$ cat config.mk
export PLATFORM = sky130hd
export DESIGN_NAME = multi_clk_divider
export DESIGN_NICKNAME = d
export VERILOG_FILES = /design/src/rtl/multi_clk_divider_pkg.sv /design/src/rtl/multi_clk_divider_channel.sv /design/src/rtl/multi_clk_divider.sv
export SDC_FILE = /design/constraint.sdc
export NUM_CORES = 1
export LEC_CHECK = 0
export BUFFER_PORTS_ARGS = -buffer_cell sky130_fd_sc_hd__buf_2
export CORE_ASPECT_RATIO = 1.4
export CORE_MARGIN = 10
export CORE_UTILIZATION = 50
export CTS_BUF_LIST = sky130_fd_sc_hd__clkbuf_8
export DETAILED_ROUTE_END_ITERATION = 6
export PLACE_DENSITY = 0.74
export SLEW_MARGIN = 10
export SYNTH_ARGS = -nofsm -noshare
export SYNTH_HDL_FRONTEND = slang
export SYNTH_SLANG_ARGS = --single-unit
$ cat constraint.sdc
create_clock -name clk_i -period 8.9 [get_ports clk_i]
set_input_delay 0.89 -clock clk_i [delete_from_list [all_inputs] [get_ports clk_i]]
set_output_delay 0.89 -clock clk_i [all_outputs]
set_load 0.02 [all_outputs]
$ cat src/rtl/multi_clk_divider_pkg.sv
// Shared constants for the multi-channel clock divider: output modes and reset divisor.
package multi_clk_divider_pkg;

  localparam logic ModeSquare = 1'b0;
  localparam logic ModePulse  = 1'b1;

  localparam int unsigned DefaultDivVal = 32'd2500000;

endpackage

$ cat src/rtl/multi_clk_divider_channel.sv
// One divider channel: counter, active and shadow config, registered clk_out and tick.
module multi_clk_divider_channel
  import multi_clk_divider_pkg::*;
#(
  parameter int unsigned CntWidth   = 32,
  parameter int unsigned DefaultDiv = DefaultDivVal
) (
  input  logic                clk_i,
  input  logic                rst_ni,
  input  logic                en_i,
  input  logic                sync_i,
  input  logic                wr_i,
  input  logic [CntWidth-1:0] wr_div_i,
  input  logic                wr_mode_i,
  output logic                clk_out_o,
  output logic                tick_o,
  output logic                pend_o
);

  logic [CntWidth-1:0] cnt_q, cnt_d;
  logic [CntWidth-1:0] div_q, div_d;
  logic [CntWidth-1:0] sh_div_q, sh_div_d;
  logic                mode_q, mode_d;
  logic                sh_mode_q, sh_mode_d;
  logic                pend_q, pend_d;
  logic                clk_out_q, clk_out_d;
  logic                tick_q, tick_d;
  logic                tc;

  assign tc = (cnt_q >= div_q);

  always_comb begin
    cnt_d     = cnt_q;
    div_d     = div_q;
    sh_div_d  = sh_div_q;
    mode_d    = mode_q;
    sh_mode_d = sh_mode_q;
    pend_d    = pend_q;
    clk_out_d = clk_out_q;
    tick_d    = 1'b0;
    if (sync_i) begin
      cnt_d     = '0;
      clk_out_d = 1'b0;
      pend_d    = 1'b0;
      if (wr_i) begin
        div_d  = wr_div_i;
        mode_d = wr_mode_i;
      end else if (pend_q) begin
        div_d  = sh_div_q;
        mode_d = sh_mode_q;
      end
    end else if (!en_i) begin
      if (wr_i) begin
        div_d  = wr_div_i;
        mode_d = wr_mode_i;
        pend_d = 1'b0;
        if (wr_mode_i == ModePulse && mode_q != ModePulse) begin
          clk_out_d = 1'b0;
        end
      end
    end else if (tc) begin
      cnt_d  = '0;
      tick_d = 1'b1;
      pend_d = 1'b0;
      if (wr_i) begin
        div_d  = wr_div_i;
        mode_d = wr_mode_i;
      end else if (pend_q) begin
        div_d  = sh_div_q;
        mode_d = sh_mode_q;
      end
      // A mode switch overrides the normal TC output behaviour for this edge.
      if (mode_d != mode_q) begin
        clk_out_d = (mode_d == ModePulse) ? 1'b0 : clk_out_q;
      end else begin
        clk_out_d = (mode_q == ModePulse) ? 1'b1 : ~clk_out_q;
      end
    end else begin
      cnt_d = cnt_q + CntWidth'(1);
      if (mode_q == ModePulse) begin
        clk_out_d = 1'b0;
      end
      if (wr_i) begin
        sh_div_d  = wr_div_i;
        sh_mode_d = wr_mode_i;
        pend_d    = 1'b1;
      end
    end
  end

  always_ff @(posedge clk_i or negedge rst_ni) begin
    if (!rst_ni) begin
      cnt_q     <= '0;
      div_q     <= CntWidth'(DefaultDiv);
      sh_div_q  <= CntWidth'(DefaultDiv);
      mode_q    <= ModeSquare;
      sh_mode_q <= ModeSquare;
      pend_q    <= 1'b0;
      clk_out_q <= 1'b0;
      tick_q    <= 1'b0;
    end else begin
      cnt_q     <= cnt_d;
      div_q     <= div_d;
      sh_div_q  <= sh_div_d;
      mode_q    <= mode_d;
      sh_mode_q <= sh_mode_d;
      pend_q    <= pend_d;
      clk_out_q <= clk_out_d;
      tick_q    <= tick_d;
    end
  end

  assign clk_out_o = clk_out_q;
  assign tick_o    = tick_q;
  assign pend_o    = pend_q;

endmodule

$ cat src/rtl/multi_clk_divider.sv
// N-channel programmable clock divider / tick generator with a shared config write port.
module multi_clk_divider
  import multi_clk_divider_pkg::*;
#(
  parameter int unsigned NCh        = 4,
  parameter int unsigned ChIdxW     = 2,
  parameter int unsigned CntWidth   = 32,
  parameter int unsigned DefaultDiv = DefaultDivVal
) (
  input  logic                clk_i,
  input  logic                rst_ni,
  input  logic [NCh-1:0]      en_i,
  input  logic                sync_i,
  input  logic                cfg_wr_i,
  input  logic [ChIdxW-1:0]   cfg_chan_i,
  input  logic [CntWidth-1:0] cfg_div_i,
  input  logic                cfg_mode_i,
  output logic [NCh-1:0]      clk_out_o,
  output logic [NCh-1:0]      tick_o,
  output logic [NCh-1:0]      cfg_pend_o
);

  // Out-of-range channel indices match no instance, so the write is dropped.
  for (genvar i = 0; i < NCh; i++) begin : g_ch
    multi_clk_divider_channel #(
      .CntWidth  (CntWidth),
      .DefaultDiv(DefaultDiv)
    ) u_ch (
      .clk_i    (clk_i),
      .rst_ni   (rst_ni),
      .en_i     (en_i[i]),
      .sync_i   (sync_i),
      .wr_i     (cfg_wr_i && (cfg_chan_i == ChIdxW'(i))),
      .wr_div_i (cfg_div_i),
      .wr_mode_i(cfg_mode_i),
      .clk_out_o(clk_out_o[i]),
      .tick_o   (tick_o[i]),
      .pend_o   (cfg_pend_o[i])
    );
  end

endmodule

==> Flow_metrics.wiki, run 1 <==
{| class="wikitable"
! Metric !! Value
|-
| Clk sinks || 404
|-
| Final weighted congestion in routability-driven placement || 0.855
|-
| Die X-Extent || 199 microns
|-
| Initial Util || 0.508
|-
| Sequential-to-total area share from yosys stat || 0.454
|-
| Total overflow reported by the global router || 0
|-
| Element type at the critical path end || flip-flop
|-
| Worst r2r path cells || 9
|-
| Post-cts gate resize count || 0
|-
| Total count of hold-check failures in the final report || 0
|-
| Upper clock frequency limit || 273 MHz
|-
| Switching pwr || 0.00137 W
|-
| HPWL Detailed || 36700 microns
|-
| Iter 0 DRT Violations || 1074
|-
| Critical path launch point type || flip-flop
|-
| Gate Count Post-Synth || 2191
|-
| Cell variety after synth || 75
|-
| Net count after synthesis || 2370
|-
| Max-slew violation count || 0
|-
| Power density of the placed cells || 202 nW/um^2
|-
| Internal || 0.00355 W
|-
| Fraction of registers with async set/reset || 1.00
|-
| DRC errors left || 0
|-
| Count of nets after finishing || 2385
|-
| Count of flip-flops with a built-in enable after synthesis || 0
|-
| Synth warn || 0
|-
| Count of H-tree levels built during CTS || 2
|-
| Worst supply voltage drop on vdd || 0.106 mV
|-
| Global routing usage summed across all routing layers || 0.203
|-
| Worst Clk Skew || 0.0194 ns
|-
| Synth Cell Area || 22400 sq um
|-
| Core area || 44200 sq um
|-
| Post-layout min period || 3.66 ns
|-
| Leading cell types by total area after synthesis || sky130_fd_sc_hd__dfrtp_1 (38%), sky130_fd_sc_hd__ha_1 (7.6%), sky130_fd_sc_hd__dfstp_2 (7.5%)
|-
| Arr. time, crit path || 4.17 ns
|-
| Source-to-sink clock delay at the later pin of the worst-skew pair || 0.64 ns
|-
| Fraction of layout cells with a size suffix above 1 || 0.177
|-
| # Post-CTS Setup Buffers || 0
|-
| TritonCTS Buffers || 60
|-
| Final wirelength || 54500 microns
|-
| CTS Hold Bufs || 0
|-
| Mean post-synth cell area || 10.2 sq um
|-
| Synth Register Bits || 404
|-
| DR vias/cell || 6.12
|-
| Combinational fraction of design power || 0.177
|-
| Library cell used as clock root buffer || sky130_fd_sc_hd__clkbuf_8
|-
| Prevailing post-synth register cell || sky130_fd_sc_hd__dfrtp_1
|-
| Post-route worst setup slack || 5.24 ns
|-
| Sum of negative setup slack || 0 ns
|-
| Count of vias placed by the detailed router || 17300
|-
| Count of final setup violators || 0
|-
| Remaining antenna violation count after routing || 0
|-
| Number of top-level design ports || 55
|-
| Portion of synthesized cell area occupied by the leading cell type || 0.379
|-
| Vias in the first global route || 17100
|-
| Cell accounting for the most synthesized area || sky130_fd_sc_hd__dfrtp_1
|-
| Sequential share of power || 0.486
|-
| Clock Path Buffers || 3
|-
| Slew of the pin with the lowest slew margin || 1.23 ns
|-
| Max-capacitance violation count || 0
|-
| Global-route wire length before repair || 90100 microns
|-
| Die Footprint || 53800 sq um
|-
| Required time worst endpoint || 9.41 ns
|-
| Average routed wire per standard cell || 19.4 microns
|-
| LEAKAGE || 11.2 nW
|-
| Sw frac || 0.279
|-
| Share of the clock period used by the worst path after layout || 0.411
|-
| Maximum number of pins on one net before global-route repair || 167
|-
| Worst slack after detailed placement || 5.12 ns
|-
| Die span in y || 271 microns
|-
| Clk pwr share || 0.337
|-
| Result of the run || completed
|-
| CP Max Fanout || 33
|-
| Number of placement rows || 91
|-
| Growth of design area from synthesis to finish || 8.79%
|-
| Hold crit path type || in -> async
|-
| Setup CP Type || reg -> reg
|-
| Antenna violations before repair || 5
|-
| Number of detailed-routing iterations run before antenna repair || 6
|-
| Max-slew headroom at the worst pin || 0.178
|-
| Count of buffers inserted at the top-level ports || 54
|-
| TritonCTS clock tree || yes
|-
| Setup repair after global routing missed its margin || no
|-
| Clock transition at path regs || 0.07 ns
|}
## per-stage QoR
step	hold WS [ns]	cell area [sq um]	total power (W)	utilization	instances
final	0.289	24400	0.00492	0.552	2817
after global routing	0.347	24400	0.00518	0.552	2817
after CTS	0.296	24300	0.00496	0.551	2812
after detailed placement	0.477	23000	0.00328	0.521	2700
after global placement	0.467	23000	0.00322	0.521	2700
after floorplan	0.454	22400	0.00302	-	2191
## layout make-up
class / instances / area [sq um]
clock buffer: 76 / 1050
clock inverter: 36 / 279
timing repair buffer: 83 / 543
sequential: 404 / 10200
fill: 3745 / 19800
tap: 558 / 698
antenna: 3 / 7.51
inverter: 161 / 604
multi-input combinational: 1496 / 11000
## cell usage in the layout, fill, tap and decap left out, types with 76 or more instances in the layout
cell	count
sky130_fd_sc_hd__mux2_2	102
sky130_fd_sc_hd__a2bb2oi_1	101
sky130_fd_sc_hd__inv_1	182
sky130_fd_sc_hd__a21oi_1	104
sky130_fd_sc_hd__o21ai_0	152
sky130_fd_sc_hd__nand3_1	84
sky130_fd_sc_hd__ha_1	136
sky130_fd_sc_hd__clkbuf_8	76
sky130_fd_sc_hd__dfrtp_1	340
sky130_fd_sc_hd__nand2_1	136
## worst paths after layout
path,from,to,slack [ns]
worst min register to register,g_ch[2].u_ch.sh_div_q[4],g_ch[2].u_ch.sh_div_q[4],0.49
worst min-delay path,rst_ni,g_ch[3].u_ch.cnt_q[0],0.29
worst max register to register,g_ch[1].u_ch.div_q[17],g_ch[1].u_ch.sh_div_q[1],5.24
min in group clk_i,en_i[2],g_ch[2].u_ch.pend_o,0.48
worst max-delay path,g_ch[1].u_ch.div_q[17],g_ch[1].u_ch.sh_div_q[1],5.24
max in group asynchronous,rst_ni,g_ch[1].u_ch.cnt_q[26],7.12
## synth_stat cells, types with 6 or more instances
master,count
sky130_fd_sc_hd__and3_1,36
sky130_fd_sc_hd__and2_1,13
sky130_fd_sc_hd__and4_1,13
sky130_fd_sc_hd__buf_6,9
sky130_fd_sc_hd__nor3b_1,7
sky130_fd_sc_hd__clkbuf_1,63
sky130_fd_sc_hd__o21a_1,7
sky130_fd_sc_hd__a211o_1,7
sky130_fd_sc_hd__nand2b_1,14
sky130_fd_sc_hd__inv_1,161
sky130_fd_sc_hd__a2bb2oi_2,30
sky130_fd_sc_hd__dfstp_2,64
sky130_fd_sc_hd__dfrtp_1,340
sky130_fd_sc_hd__nor3_1,43
sky130_fd_sc_hd__a211oi_1,8
sky130_fd_sc_hd__buf_2,36
sky130_fd_sc_hd__nand2_1,136
sky130_fd_sc_hd__a21oi_1,106
sky130_fd_sc_hd__a2bb2oi_1,101
sky130_fd_sc_hd__nand3b_1,71
sky130_fd_sc_hd__nand4_1,37
sky130_fd_sc_hd__o311ai_0,8
sky130_fd_sc_hd__or3_1,27
sky130_fd_sc_hd__a22o_1,13
sky130_fd_sc_hd__o21ai_0,152
sky130_fd_sc_hd__o22ai_1,67
sky130_fd_sc_hd__mux2i_1,26
sky130_fd_sc_hd__mux2_1,30
sky130_fd_sc_hd__nand3_1,85
sky130_fd_sc_hd__nor2_1,68
sky130_fd_sc_hd__ha_1,136
sky130_fd_sc_hd__nor2b_1,6
sky130_fd_sc_hd__o211ai_1,6
sky130_fd_sc_hd__buf_4,15
sky130_fd_sc_hd__nor4_1,14
sky130_fd_sc_hd__mux2_2,102
sky130_fd_sc_hd__a31oi_1,22
sky130_fd_sc_hd__buf_1,7
sky130_fd_sc_hd__a21o_1,37
## state kept, by name, summed over array words and instances, names as in the netlist
signal,count
g_ch.u_ch.cnt_q,128
g_ch.u_ch.sh_mode_q,4
g_ch.u_ch.mode_q,4
g_ch.u_ch.clk_out_o,4
g_ch.u_ch.sh_div_q,128
g_ch.u_ch.div_q,128
g_ch.u_ch.tick_o,4
g_ch.u_ch.pend_o,4
## worst max-delay path: stages (launching register included)
cell                       delay (ns)
sky130_fd_sc_hd__dfstp_2         0.53
sky130_fd_sc_hd__inv_1           0.04
sky130_fd_sc_hd__ha_1            0.30
sky130_fd_sc_hd__a21oi_1         0.14
sky130_fd_sc_hd__o21ai_0         0.15
sky130_fd_sc_hd__a221oi_1        0.34
sky130_fd_sc_hd__nand4_1         0.82
sky130_fd_sc_hd__nor3_4          0.38
sky130_fd_sc_hd__buf_4           0.45
sky130_fd_sc_hd__mux2_2          0.39
## per-layer routing
layer,share of wire,GRT usage
met1,0.42,0.250
met2,0.50,0.346
met3,0.036,0.0240
met4,0.043,0.0972
met5,0.00042,0
## cell families after synthesis
family	synth area share
and+or+nand+nor	0.142
AOI/OAI and AO/OA	0.193
xor gates and xnor gates	0.000391
DFF	0.454
buffers and inverters	0.0562
adders and majority gates	0.0759
muxes	0.0779
## power by group through the flow
stage | Combinational, W | Clock (W) | Sequential (W)
4_1_cts | 0.000873 | 0.00170 | 0.00239
6_report | 0.000870 | 0.00166 | 0.00239
2_1_floorplan | 0.000665 | 0 | 0.00235
3_5_place_dp | 0.000867 | 0 | 0.00242
3_3_place_gp | 0.000815 | 0 | 0.00240
5_1_grt | 0.000985 | 0.00177 | 0.00243
(Power assumes the default switching activity.)
==> run 2: changes to the inputs <==
clock period = 3.7 ns   (was 8.9 ns; I/O delays follow)
==> run 2 against run 1 <==
Net effect: clock power rose by 140%; largest cell class unchanged; critical path type unchanged; via count fell by 0.50%; flip-flop and latch count did not move; power rose by 140%; setup slack got worse by 4.7 ns; sequential power rose by 140%; maximum frequency rose by 16%; first-iteration DRC count rose by 16%; core utilization rose by 0.44 points; combinational power rose by 140%.
==> Flow_metrics.wiki, run 2 (synthesis gave the netlist of run 1 again) <==
{| class="wikitable"
! Metric !! Value
|-
| Result of the run || completed
|-
| Remaining antenna violation count after routing || 0
|-
| Arr. time, crit path || 3.68 ns
|-
| WHS Endpoint || g_ch[3].u_ch.pend_o
|-
| Antenna violations before repair || 4
|-
| Max-slew violation count || 0
|-
| Required time worst endpoint || 4.22 ns
|-
| # Post-CTS Setup Buffers || 0
|-
| HPWL Detailed || 37700 microns
|-
| Max-capacitance violation count || 0
|-
| Total overflow reported by the global router || 0
|-
| Count of H-tree levels built during CTS || 2
|-
| Element type at the critical path end || flip-flop
|-
| Final weighted congestion in routability-driven placement || 0.855
|-
| Count of nets after finishing || 2404
|-
| Fraction of layout cells with a size suffix above 1 || 0.187
|-
| Count of buffers inserted at the top-level ports || 54
|-
| Clock transition at path regs || 0.07 ns
|-
| Most frequent cells in the layout || sky130_fd_sc_hd__dfrtp_1 (340), sky130_fd_sc_hd__inv_1 (173), sky130_fd_sc_hd__o21ai_0 (152)
|-
| Final cell count without fillers || 2836
|-
| Total power of the final layout || 0.0119 W
|-
| Die Footprint || 53800 sq um
|-
| Count of final setup violators || 0
|-
| Number of placed instances, taps included || 2718
|-
| Worst r2r path cells || 10
|-
| Worst min-delay path startpoint || en_i[3]
|-
| Sum of negative setup slack || 0 ns
|-
| Worst supply voltage drop on vdd || 0.322 mV
|-
| Number of inserted filler cells in the final layout || 3752
|-
| Final wirelength || 54600 microns
|-
| Met2 layer usage reported by global route || 0.342
|-
| Share of the clock period used by the worst path after layout || 0.854
|-
| Vias in the first global route || 17300
|-
| Max-slew headroom at the worst pin || 0.321
|-
| Clk sinks || 404
|-
| Hold crit path type || in -> reg
|-
| GR met3 Demand/Resource || 0.0241
|-
| Clock Path Buffers || 3
|-
| Die span in y || 271 microns
|-
| Count of vias placed by the detailed router || 17200
|-
| CP Max Fanout || 33
|-
| Global-route wire length before repair || 90600 microns
|-
| Setup CP Type || reg -> reg
|-
| Critical path launch point type || flip-flop
|-
| Initial Util || 0.508
|-
| Global routing usage summed across all routing layers || 0.204
|-
| Terminus of the critical flop-to-flop path || g_ch[2].u_ch.sh_div_q[0]
|-
| Post-layout min period || 3.16 ns
|-
| TritonCTS Buffers || 60
|-
| Number of detailed-routing iterations run before antenna repair || 5
|-
| TritonCTS clock tree || yes
|-
| Final cell area excluding filler cells || 24600 sq um
|-
| Reg2Reg Setup Slack || 0.54 ns
|-
| Maximum number of pins on one net before global-route repair || 120
|-
| Core area || 44200 sq um
|-
| Routing usage on met1 || 0.250
|-
| DR vias/cell || 6.05
|-
| Slew of the pin with the lowest slew margin || 1.02 ns
|-
| Start of the worst register-to-register path || g_ch[2].u_ch.div_q[17]
|-
| Post-Place Cell Area || 23200 sq um
|-
| Total count of hold-check failures in the final report || 0
|-
| Library cell used as clock root buffer || sky130_fd_sc_hd__clkbuf_8
|-
| Number of placement rows || 91
|-
| Setup repair after global routing missed its margin || no
|-
| Average routed wire per standard cell || 19.2 microns
|-
| Iter 0 DRT Violations || 1247
|-
| Power density of the placed cells || 483 nW/um^2
|-
| Source-to-sink clock delay at the later pin of the worst-skew pair || 0.63 ns
|-
| Worst Clk Skew || 0.0224 ns
|-
| LEAKAGE || 11.3 nW
|-
| Busiest grt layer || met2
|-
| DRC errors left || 0
|-
| Hold Path Stages || 2
|-
| Upper clock frequency limit || 317 MHz
|-
| Number of top-level design ports || 55
|-
| Growth of design area from synthesis to finish || 9.65%
|-
| Biggest regs || g_ch.u_ch.cnt_q: 128 flops, g_ch.u_ch.div_q: 128 flops, g_ch.u_ch.sh_div_q: 128 flops
|-
| Die X-Extent || 199 microns
|-
| Most common cell after layout, fill and taps aside || sky130_fd_sc_hd__dfrtp_1
|-
| Post-cts gate resize count || 0
|}
[run 2: cell types whose count changed in the layout (fill, tap and decap cells not counted)]
| cell | previous run | this run |
|---|---|---|
| sky130_fd_sc_hd__buf_4 | 26 | 39 |
| sky130_fd_sc_hd__inv_1 | 182 | 173 |
| sky130_fd_sc_hd__clkinv_2 | 10 | 18 |
| sky130_fd_sc_hd__buf_12 | 2 | 6 |
| sky130_fd_sc_hd__dlygate4sd3_1 | 0 | 3 |
| sky130_fd_sc_hd__buf_16 | 1 | 0 |
| sky130_fd_sc_hd__clkinvlp_4 | 0 | 1 |
[run 2: layout make-up]
class	instances	area, sq um	area share
multi-input combinational	1496	11000	0.449
sequential	404	10200	0.414
clock buffer	76	1050	0.0425
timing repair buffer	102	723	0.0294
tap	558	698	0.0284
inverter	161	604	0.0246
clock inverter	36	293	0.0119
antenna	3	7.51	0.000305
[run 2: worst max path at each step]
stage / startpoint / endpoint / slack [ns] / depth (start not counted)
finish: g_ch[2].u_ch.div_q[17] / g_ch[2].u_ch.sh_div_q[0] / 0.54 / 10
global route: g_ch[3].u_ch.div_q[21] / g_ch[3].u_ch.div_q[27] / 0.28 / 10
CTS: g_ch[2].u_ch.div_q[17] / g_ch[2].u_ch.sh_div_q[0] / 0.54 / 10
detailed placement: g_ch[2].u_ch.div_q[17] / g_ch[2].u_ch.sh_div_q[0] / 0.56 / 10
global placement: g_ch[2].u_ch.div_q[17] / g_ch[2].u_ch.sh_div_q[1] / 0.62 / 10
floorplan: g_ch[2].u_ch.div_q[17] / g_ch[2].u_ch.sh_div_q[11] / 0.89 / 10
[run 2: repair_timing]
| action | in CTS | in global routing |
|---|---|---|
| endpoints found under the hold margin | 98 | 0 |
| hold buffers | 3 | 0 |
| endpoints found under the setup margin | 0 | 0 |
[run 2: report_power, final]
| part | internal, W | switching, W | leakage, nW | total, W |
|---|---|---|---|---|
| Combinational | 0.00107 | 0.00105 | 5.53 | 0.00212 |
| Clock | 0.00220 | 0.00180 | 0.752 | 0.00401 |
| Sequential | 0.00529 | 0.000455 | 5.00 | 0.00574 |
| Total | 0.00856 | 0.00331 | 11.3 | 0.0119 |
[run 2: critical path: stages (launching register included)]
cell                        delay, ns
sky130_fd_sc_hd__dfstp_2         0.54
sky130_fd_sc_hd__inv_1           0.04
sky130_fd_sc_hd__ha_1            0.29
sky130_fd_sc_hd__a21oi_1         0.15
sky130_fd_sc_hd__o21ai_1         0.09
sky130_fd_sc_hd__a221o_1         0.38
sky130_fd_sc_hd__a2111oi_4       0.45
sky130_fd_sc_hd__nand3_4         0.15
sky130_fd_sc_hd__nor2_4          0.11
sky130_fd_sc_hd__buf_4           0.42
sky130_fd_sc_hd__mux2_2          0.39
[run 2: stage by stage]
stage	utilization	setup WS (ns)	hold slack, ns
2_1_floorplan	-	0.888	0.0744
3_3_place_gp	0.526	0.623	0.467
3_5_place_dp	0.526	0.562	0.476
4_1_cts	0.557	0.545	0.00625
5_1_grt	0.557	0.284	0.0296
6_report	0.557	0.541	0.0593
[run 2: routing by layer]
layer	part of all wire	wire, microns	vias to the layer above
li1	-	-	8190
met1	0.42	23100	8441
met2	0.49	26800	405
met3	0.034	1850	129
met4	0.051	2780	2
met5	0.00013	7	-
